===== src/rtl/wide_add_seq.sv =====
// Multi-beat wide adder/subtractor: one 32-bit word per beat, LS word first,
// inter-word carry held locally, result words on a registered valid/ready stream.

// Unregistered 32-bit Kogge-Stone prefix adder (no carry-in).
module prefix_add32 (
  input  logic [31:0] a,
  input  logic [31:0] b,
  output logic [31:0] s,
  output logic        cout
);
  logic [5:0][31:0] g;
  logic [4:0][31:0] p;

  assign g[0] = a & b;
  assign p[0] = a ^ b;

  for (genvar k = 0; k < 5; k++) begin : g_lvl
    for (genvar i = 0; i < 32; i++) begin : g_bit
      if (i >= (1 << k)) begin : g_op
        assign g[k+1][i] = g[k][i] | (p[k][i] & g[k][i-(1<<k)]);
        if (k < 4) begin : g_p
          assign p[k+1][i] = p[k][i] & p[k][i-(1<<k)];
        end
      end else begin : g_pass
        assign g[k+1][i] = g[k][i];
        if (k < 4) begin : g_p
          assign p[k+1][i] = p[k][i];
        end
      end
    end
  end

  // g[5][i] is the carry out of bit i
  assign s    = p[0] ^ {g[5][30:0], 1'b0};
  assign cout = g[5][31];
endmodule

module wide_add_seq #(
  parameter int MAX_WORDS = 8,
  parameter int W         = 32
) (
  input  logic                         clk,
  input  logic                         rst_n,
  input  logic                         in_valid,
  output logic                         in_ready,
  input  logic [W-1:0]                 in_a,
  input  logic [W-1:0]                 in_b,
  input  logic                         in_sub,
  input  logic                         in_last,
  output logic                         out_valid,
  input  logic                         out_ready,
  output logic [W-1:0]                 out_sum,
  output logic                         out_last,
  output logic [$clog2(MAX_WORDS)-1:0] out_beat,
  output logic                         out_cout,
  output logic                         out_ovf,
  output logic                         out_err
);
  localparam int BW = $clog2(MAX_WORDS);

  typedef enum logic {IDLE, BUSY} state_t;

  state_t        state, state_nx;
  logic [BW-1:0] beat, beat_nx;
  logic          carry, sub_q;

  logic          accept, first, sub_eff, cin;
  logic [W-1:0]  bx, core_s, sum;
  logic          core_co, cw, at_max, last_eff, trunc, ovf;

  assign in_ready = !out_valid | out_ready;
  assign accept   = in_valid & in_ready;
  assign first    = (state == IDLE);

  // in_sub only matters on the first beat; later beats use the latched mode
  assign sub_eff  = first ? in_sub : sub_q;
  assign cin      = first ? in_sub : carry;
  assign bx       = sub_eff ? ~in_b : in_b;

  prefix_add32 u_core (
    .a    (in_a),
    .b    (bx),
    .s    (core_s),
    .cout (core_co)
  );

  assign sum      = core_s + {{(W-1){1'b0}}, cin};
  assign cw       = core_co | (cin & (&core_s));
  assign at_max   = (beat == BW'(MAX_WORDS - 1));
  assign last_eff = in_last | at_max;
  assign trunc    = at_max & !in_last;
  assign ovf      = (in_a[W-1] == bx[W-1]) & (sum[W-1] != in_a[W-1]);

  always_comb begin
    state_nx = state;
    beat_nx  = beat;
    if (accept) begin
      if (last_eff) begin
        state_nx = IDLE;
        beat_nx  = '0;
      end else begin
        state_nx = BUSY;
        beat_nx  = beat + BW'(1);
      end
    end
  end

  always_ff @(posedge clk or negedge rst_n) begin
    if (!rst_n) begin
      state <= IDLE;
      beat  <= '0;
      carry <= 1'b0;
      sub_q <= 1'b0;
    end else begin
      state <= state_nx;
      beat  <= beat_nx;
      if (accept) begin
        carry <= last_eff ? 1'b0 : cw;
        if (first) sub_q <= in_sub;
      end
    end
  end

  always_ff @(posedge clk or negedge rst_n) begin
    if (!rst_n) begin
      out_valid <= 1'b0;
      out_sum   <= '0;
      out_last  <= 1'b0;
      out_beat  <= '0;
      out_cout  <= 1'b0;
      out_ovf   <= 1'b0;
      out_err   <= 1'b0;
    end else if (accept) begin
      out_valid <= 1'b1;
      out_sum   <= sum;
      out_last  <= last_eff;
      out_beat  <= beat;
      out_cout  <= last_eff & cw;
      out_ovf   <= last_eff & ovf;
      out_err   <= trunc;
    end else if (out_ready) begin
      out_valid <= 1'b0;
    end
  end
endmodule

===== config.mk =====
export PLATFORM = sky130hd
export DESIGN_NAME = wide_add_seq
export DESIGN_NICKNAME = d
export VERILOG_FILES = /design/src/rtl/wide_add_seq.sv
export SDC_FILE = /design/constraint.sdc
export NUM_CORES = 1
export LEC_CHECK = 0
export CORE_MARGIN = 2
export CORE_UTILIZATION = 52
export DETAILED_ROUTE_END_ITERATION = 6
export PLACE_DENSITY_LB_ADDON = 0.15
export SLEW_MARGIN = 40
export SYNTH_ARGS = -nofsm -noshare
export SYNTH_HDL_FRONTEND = slang
export SYNTH_SLANG_ARGS = --single-unit

===== constraint.sdc =====
create_clock -name clk -period 6.3 [get_ports clk]
set_input_delay 1.26 -clock clk [delete_from_list [all_inputs] [get_ports clk]]
set_output_delay 1.26 -clock clk [all_outputs]
set_load 0.02 [all_outputs]

After elaboration in Yosys (flattened, before gate mapping)

Index checks and enable logic that the tools add are counted.

Add/subtract/negate cells: 2
Multipliers: 0
Divide/modulo/power cells: 0
$lt $le $gt $ge: 0
Equal/unequal tests: 3
Shifts and indexed selects: 0
Muxes and demuxes: 8
Bitwise logic cells: 369
Reductions and logical operators: 4

Operators with widths:

| kind                  | count |
|---|---|
| $and A1 B1 Y1         | 233 |
| $or A1 B1 Y1          | 132 |
| $xor A32 B32 Y32      | 2 |
| $add A32 B1 Y32       | 1 |
| $and A32 B32 Y32      | 1 |
| $mux W32              | 1 |
| $not A32 Y32          | 1 |
| $reduce_and A32 Y1    | 1 |
| $mux W1               | 6 |
| $add A3 B1 Y3 const B | 1 |
| $eq A3 B3 Y1 const B  | 1 |
| $mux W3               | 1 |
| $logic_not A1 Y1      | 2 |
| $reduce_bool A2 Y1    | 1 |
| $eq A1 B1 Y1          | 1 |
| $ne A1 B1 Y1          | 1 |

Register bits: 46
Bits in latches: 0
Memory bits (writable): 0
ROM bits: 0
Input port bits: 70
Output and inout bits: 41
Word-level logic and storage cells: 397
Memories: 0

Logic depth before layout (Yosys ltp)

Word-level depth: 17
Gate-level depth with buffers: 17
Mapped depth without buffers: 15

Cells and area by module

From an unflattened synthesis, not the netlist that was laid out.

Cells, all modules: 531
Area total of the unflattened synthesis: 4,426.7 um^2

Modules (own cells, without submodules):

| module       | instances | cells each | area an instance (um^2) | seq. area each (um^2) |
|---|---|---|---|---|
| wide_add_seq | 1         | 304        | 2,767.7                 | 1,151.1 |
| prefix_add32 | 1         | 227        | 1,659.1                 | 0.0 |

Worst setup path before layout

No wires, ideal clock.

Path type: in2reg
From: input port in_sub
To: register out_sum[30]
Library setup time: 0.125 ns
Data arrival time: 5.214 ns
Required time: 6.175 ns
Path slack: 0.961 ns
Stages on the path: 16
Buffers on the path: 1
Cells stage by stage: mux2i_1 -> clkbuf_1 -> xnor2_1 -> ha_1 -> inv_1 -> fa_1 -> and2b_1 -> o31ai_1 -> nand2_1 -> xor2_1 -> nand4_4 -> nor4_4 -> or4b_4 -> nor4_2 -> xnor2_1 -> mux2_4

Cells in the longest elaborated chain, start to end: 14
Elaborated cells between the ends (all ways): 335
Classes of those cells: add/sub: 1; mux: 3; bitwise: 331

Ends and longest elaborated chain:

| what                                                        | line   | source |
|---|---|---|
| start: declaration                                          | 48     | `input logic in_sub,` |
| $mux W1                                                     | --     |  |
| $mux W32                                                    | 78     | `assign bx = sub_eff ? ~in_b : in_b;` |
| $xor A32 B32 Y32 / $and A32 B32 Y32 (equally long branches) | 15, 14 |  |
| $and A1 B1 Y1                                               | 20     | `assign g[k+1][i] = g[k][i] \| (p[k][i] & g[k][i-(1<<k)]);` |
| $or A1 B1 Y1                                                | 20     |  |
| $and A1 B1 Y1                                               | 20     |  |
| $or A1 B1 Y1                                                | 20     |  |
| $and A1 B1 Y1 / $or A1 B1 Y1 (equally long branches)        | 20     |  |
| $or A1 B1 Y1 / $and A1 B1 Y1 (equally long branches)        | 20     |  |
| $and A1 B1 Y1 / $or A1 B1 Y1 (equally long branches)        | 20     |  |
| $or A1 B1 Y1 / $and A1 B1 Y1 (equally long branches)        | 20     |  |
| $or A1 B1 Y1                                                | 20     |  |
| $xor A32 B32 Y32                                            | 34     | `assign s = p[0] ^ {g[5][30:0], 1'b0};` |
| $add A32 B1 Y32 *                                           | 87     | `assign sum = core_s + {{(W-1){1'b0}}, cin};` |
| end signal: assignment                                      | 135    | `out_sum <= sum;` |
| end: declaration                                            | 52     | `output logic [W-1:0] out_sum,` |

Every way passes the cells marked *; elsewhere a longest branch is shown, timed or not.
A chain may end at the register's enable or synchronous reset.

Worst setup path after layout

From: input port in_sub
To: register out_sum[26]

Cells in the longest elaborated chain, start to end: 14
Elaborated cells between the ends (all ways): 279
Classes of those cells: add/sub: 1; mux: 3; bitwise: 275

Ends and longest elaborated chain:

| what                                                        | line |
|---|---|
| $mux W1                                                     | -- |
| $mux W32                                                    | 78 |
| $xor A32 B32 Y32 / $and A32 B32 Y32 (equally long branches) | 15, 14 |
| $and A1 B1 Y1                                               | 20 |
| $or A1 B1 Y1                                                | 20 |
| $and A1 B1 Y1                                               | 20 |
| $or A1 B1 Y1                                                | 20 |
| $and A1 B1 Y1                                               | 20 |
| $or A1 B1 Y1                                                | 20 |
| $and A1 B1 Y1 / $or A1 B1 Y1 (equally long branches)        | 20 |
| $or A1 B1 Y1 / $and A1 B1 Y1 (equally long branches)        | 20 |
| $or A1 B1 Y1                                                | 20 |
| $xor A32 B32 Y32                                            | 34 |
| $add A32 B1 Y32 *                                           | 87 |

Marked as above.

==> out/summary.txt <==
crit path max fanout -> 30
RSZ-0062 raised after global routing -> no
final worst path period share -> 88.2%
sequential share of the synthesized area -> 23.9%
post-route ant nets -> 0
CTS H-tree depth -> 2
setup bufs post-CTS -> 0
Rows -> 35
Nets -> 801
crit path DAT -> 5710 ps
LEAKAGE -> 0.00246 uW
Critical Path RT -> 6460 ps
via count -> 4696
Initial DRC Count -> 181
crit end category -> flop
Syn Inst Count -> 598
pin count of the biggest net entering global routing -> 76
slowest cell on the critical path -> or4_1
Slew Viols, Final -> 0
Slew @ Worst Pin -> 687 ps
clock-pin slew on the worst setup and hold paths -> 80 ps
Max Root-Sink Buffers -> 2
Ys Warns -> 0
DRC violations left -> 0
DIE AREA -> 10100 sq um
Switching Share -> 46.9%
Setup TNS Final -> 0 ps
crit path launch type -> input port
Worst Clk Skew -> 3.31 ps
CTS resizes -> 0
Die Y -> 100 um
vias per cell -> 5.85
Layout area overhead -> 26.7%
vias in the first global route -> 4377
global route total overflow -> 0
CP Class -> in2reg
PwrDens -> 349 nW/um^2
Inserted Clock Buffers -> 5
clock latency reported for the late side of the worst-skew pair -> 290 ps
hold_buf cts -> 0
type of the worst min-delay path -> reg2reg
Seq pwr share -> 21.6%
CP dominant cell by count -> xor2_1
router iterations before antenna repair -> 4
core area -> 9110 sq um
Achievable Freq -> 180 MHz
drt total wl -> 12600 um
syn_area_per_cell -> 8.06 sq um
Hold Fails Final Rpt -> 0
clock power share -> 9.9%
ys async rst share -> 100%
Synth Register Bits -> 46
Die Wd -> 100 um
post-DP HPWL -> 10400 um
Slew HR -> 54.0%
GRT Overall Usage -> 25.4%
run status -> finished clean
final estimated routing congestion in global placement -> 0.882
Starting Density -> 52.9%
CTS root buf -> clkbuf_8
R2R depth -> 14
first-pass GRT wire length -> 21000 um
Post-synth EDFFs -> 0
final setup vio count -> 0
Cell Area, Synth -> 4820 sq um
hold_sp -> out_beat[2]$_DFFE_PN0P_
Synth Flop Type -> dfrtp_1
initial antenna violation count -> 0
Critical Path Max Stage Delay -> 580 ps
wire length per cell -> 15.7 um
Gate power share -> 68.5%
reg2reg start -> state$_DFFE_PN0P_
Worst Hold End -> out_beat[2]$_DFFE_PN0P_
IO Pins -> 111
P_sw -> 998 uW
Internal -> 1130 uW
worst vdd ir -> 0.000124 V
Hold WS -> 480 ps
layout cells sized above 1 -> 5.06%
Critical R2R Capture -> out_sum[26]$_DFFE_PN0P_
syn nets -> 708
cell count of the worst hold path -> 2
TritonCTS clock tree -> done
crit path time final -> 5560 ps
worst path cell trace -> clkdlybuf4s50_1 -> mux2i_4 -> buf_12 -> xnor2_1 -> ha_1 -> and2b_1 -> o31ai_1 -> nand2_1 -> xor2_1 -> nand4_4 -> or4_1 -> nor4_1 -> nand4b_1 -> xor2_1 -> o21ai_1
clk sink count -> 46
max cap viols -> 0
total power -> 2130 uW
Fill cells -> 803
count of cell types in the netlist -> 72
Diodes inserted -> 0
PnR worst setup slack -> 743 ps
pre-CTS setup slack -> 513 ps
r2r setup slk -> 1640 ps
quantity of I/O buffers inserted on ports -> 110
## layout make-up
type | instances | area, sq um | share of cell area, %
Clock inverter | 1 | 30.0 | 0.492
Inverter | 13 | 48.8 | 0.799
Tap cell | 111 | 139 | 2.28
Clock buffer | 7 | 76.3 | 1.25
Multi-Input combinational cell | 511 | 3520 | 57.6
Timing Repair Buffer | 114 | 1140 | 18.7
Sequential cell | 46 | 1150 | 18.9
## metrics by stage
step                      utilization, %  instances  area, sq um
after detailed placement            65.9        795         6000
after CTS                           67.0        803         6100
after global routing                67.0        803         6100
after floorplan                        -        598         4820
final                               67.0        803         6100
after global placement              65.8        795         6000
## worst max-delay path, delay by kind of cell
kind                       cells  cell delay (ps)
adders and majority gates      1              310
xor gates and xnor gates       3              870
muxes                          1              290
and+or+nand+nor                6             1820
AOI/OAI and AO/OA              2              440
buffers and inverters          2              720
## power by group through the flow
stage / registers [uW] / clock network [uW] / logic, uW
3_3_place_gp: 461 / 0 / 1410
2_1_floorplan: 576 / 0 / 851
6_report: 461 / 210 / 1460
4_1_cts: 461 / 214 / 1450
3_5_place_dp: 466 / 0 / 1440
5_1_grt: 472 / 225 / 1600
## worst max-delay path by stage
| stage | from | end | cells after the start |
|---|---|---|---|
| floorplan | in_sub | out_sum[30]$_DFFE_PN0P_ | 16 |
| global placement | in_sub | out_sum[26]$_DFFE_PN0P_ | 15 |
| detailed placement | in_sub | out_sum[26]$_DFFE_PN0P_ | 15 |
| CTS | in_sub | out_sum[25]$_DFFE_PN0P_ | 15 |
| global route | in_sub | out_sum[25]$_DFFE_PN0P_ | 15 |
| finish | in_sub | out_sum[26]$_DFFE_PN0P_ | 15 |
## routing by layer
metal  vias up  track usage, %  part of all wire [%]
li1       2331               -                     -
met1      2208            35.6                    47
met2       143            43.3                    47
met3        14            1.60                   4.4
met4         0            5.16                   1.2
met5         -               0                     0
## Yosys cell counts (6+ instances only)
| master | n | area share, % |
|---|---|---|
| nand2_1 | 95 | 7.4 |
| xnor2_1 | 64 | 12 |
| dfrtp_1 | 46 | 24 |
| o21ai_0 | 44 | 4.6 |
| ha_1 | 39 | 10 |
| a21oi_1 | 35 | 3.6 |
| nor2_1 | 31 | 2.4 |
| xor2_1 | 19 | 3.5 |
| clkbuf_1 | 18 | 1.4 |
| nand3_1 | 17 | 1.8 |
| nor3_1 | 16 | 1.7 |
| nand4_1 | 15 | 1.9 |
| inv_1 | 13 | 1.0 |
| o21a_1 | 9 | 1.4 |
| and2_1 | 8 | 1.0 |
| buf_2 | 7 | 0.73 |
| nand2b_1 | 7 | 0.91 |
| o21ai_1 | 7 | 0.73 |
| o31ai_1 | 6 | 0.93 |
## cells by family (layout without fill, tap and decap cells)
kind of cell | count (synthesis) | after routing | share of synthesized area, %
compound gates | 153 | 153 | 20.3
mux | 6 | 6 | 1.38
flops | 46 | 46 | 23.9
xor+xnor | 86 | 86 | 16.3
fa+ha+maj | 40 | 40 | 10.5
simple gates | 226 | 226 | 24.2
buf+inv | 41 | 135 | 3.38
## placed cells by master (no fill, tap or decap), types with 13 or more instances in the layout
cell type	count
nor2_1	31
o21ai_0	44
xnor2_1	64
a21oi_1	35
nor3_1	16
inv_1	13
dfrtp_1	46
clkdlybuf4s50_1	109
nand2_1	94
nand3_1	17
nand4_1	15
ha_1	39
xor2_1	19
## registers in the layout, summed over array words and instances, names as in the netlist
name	cells
state	1
out_last	1
sub_q	1
carry	1
beat	3
out_sum	32
out_valid	1
out_err	1
out_beat	3
out_ovf	1
out_cout	1
Power figures use the tool's default switching activity.
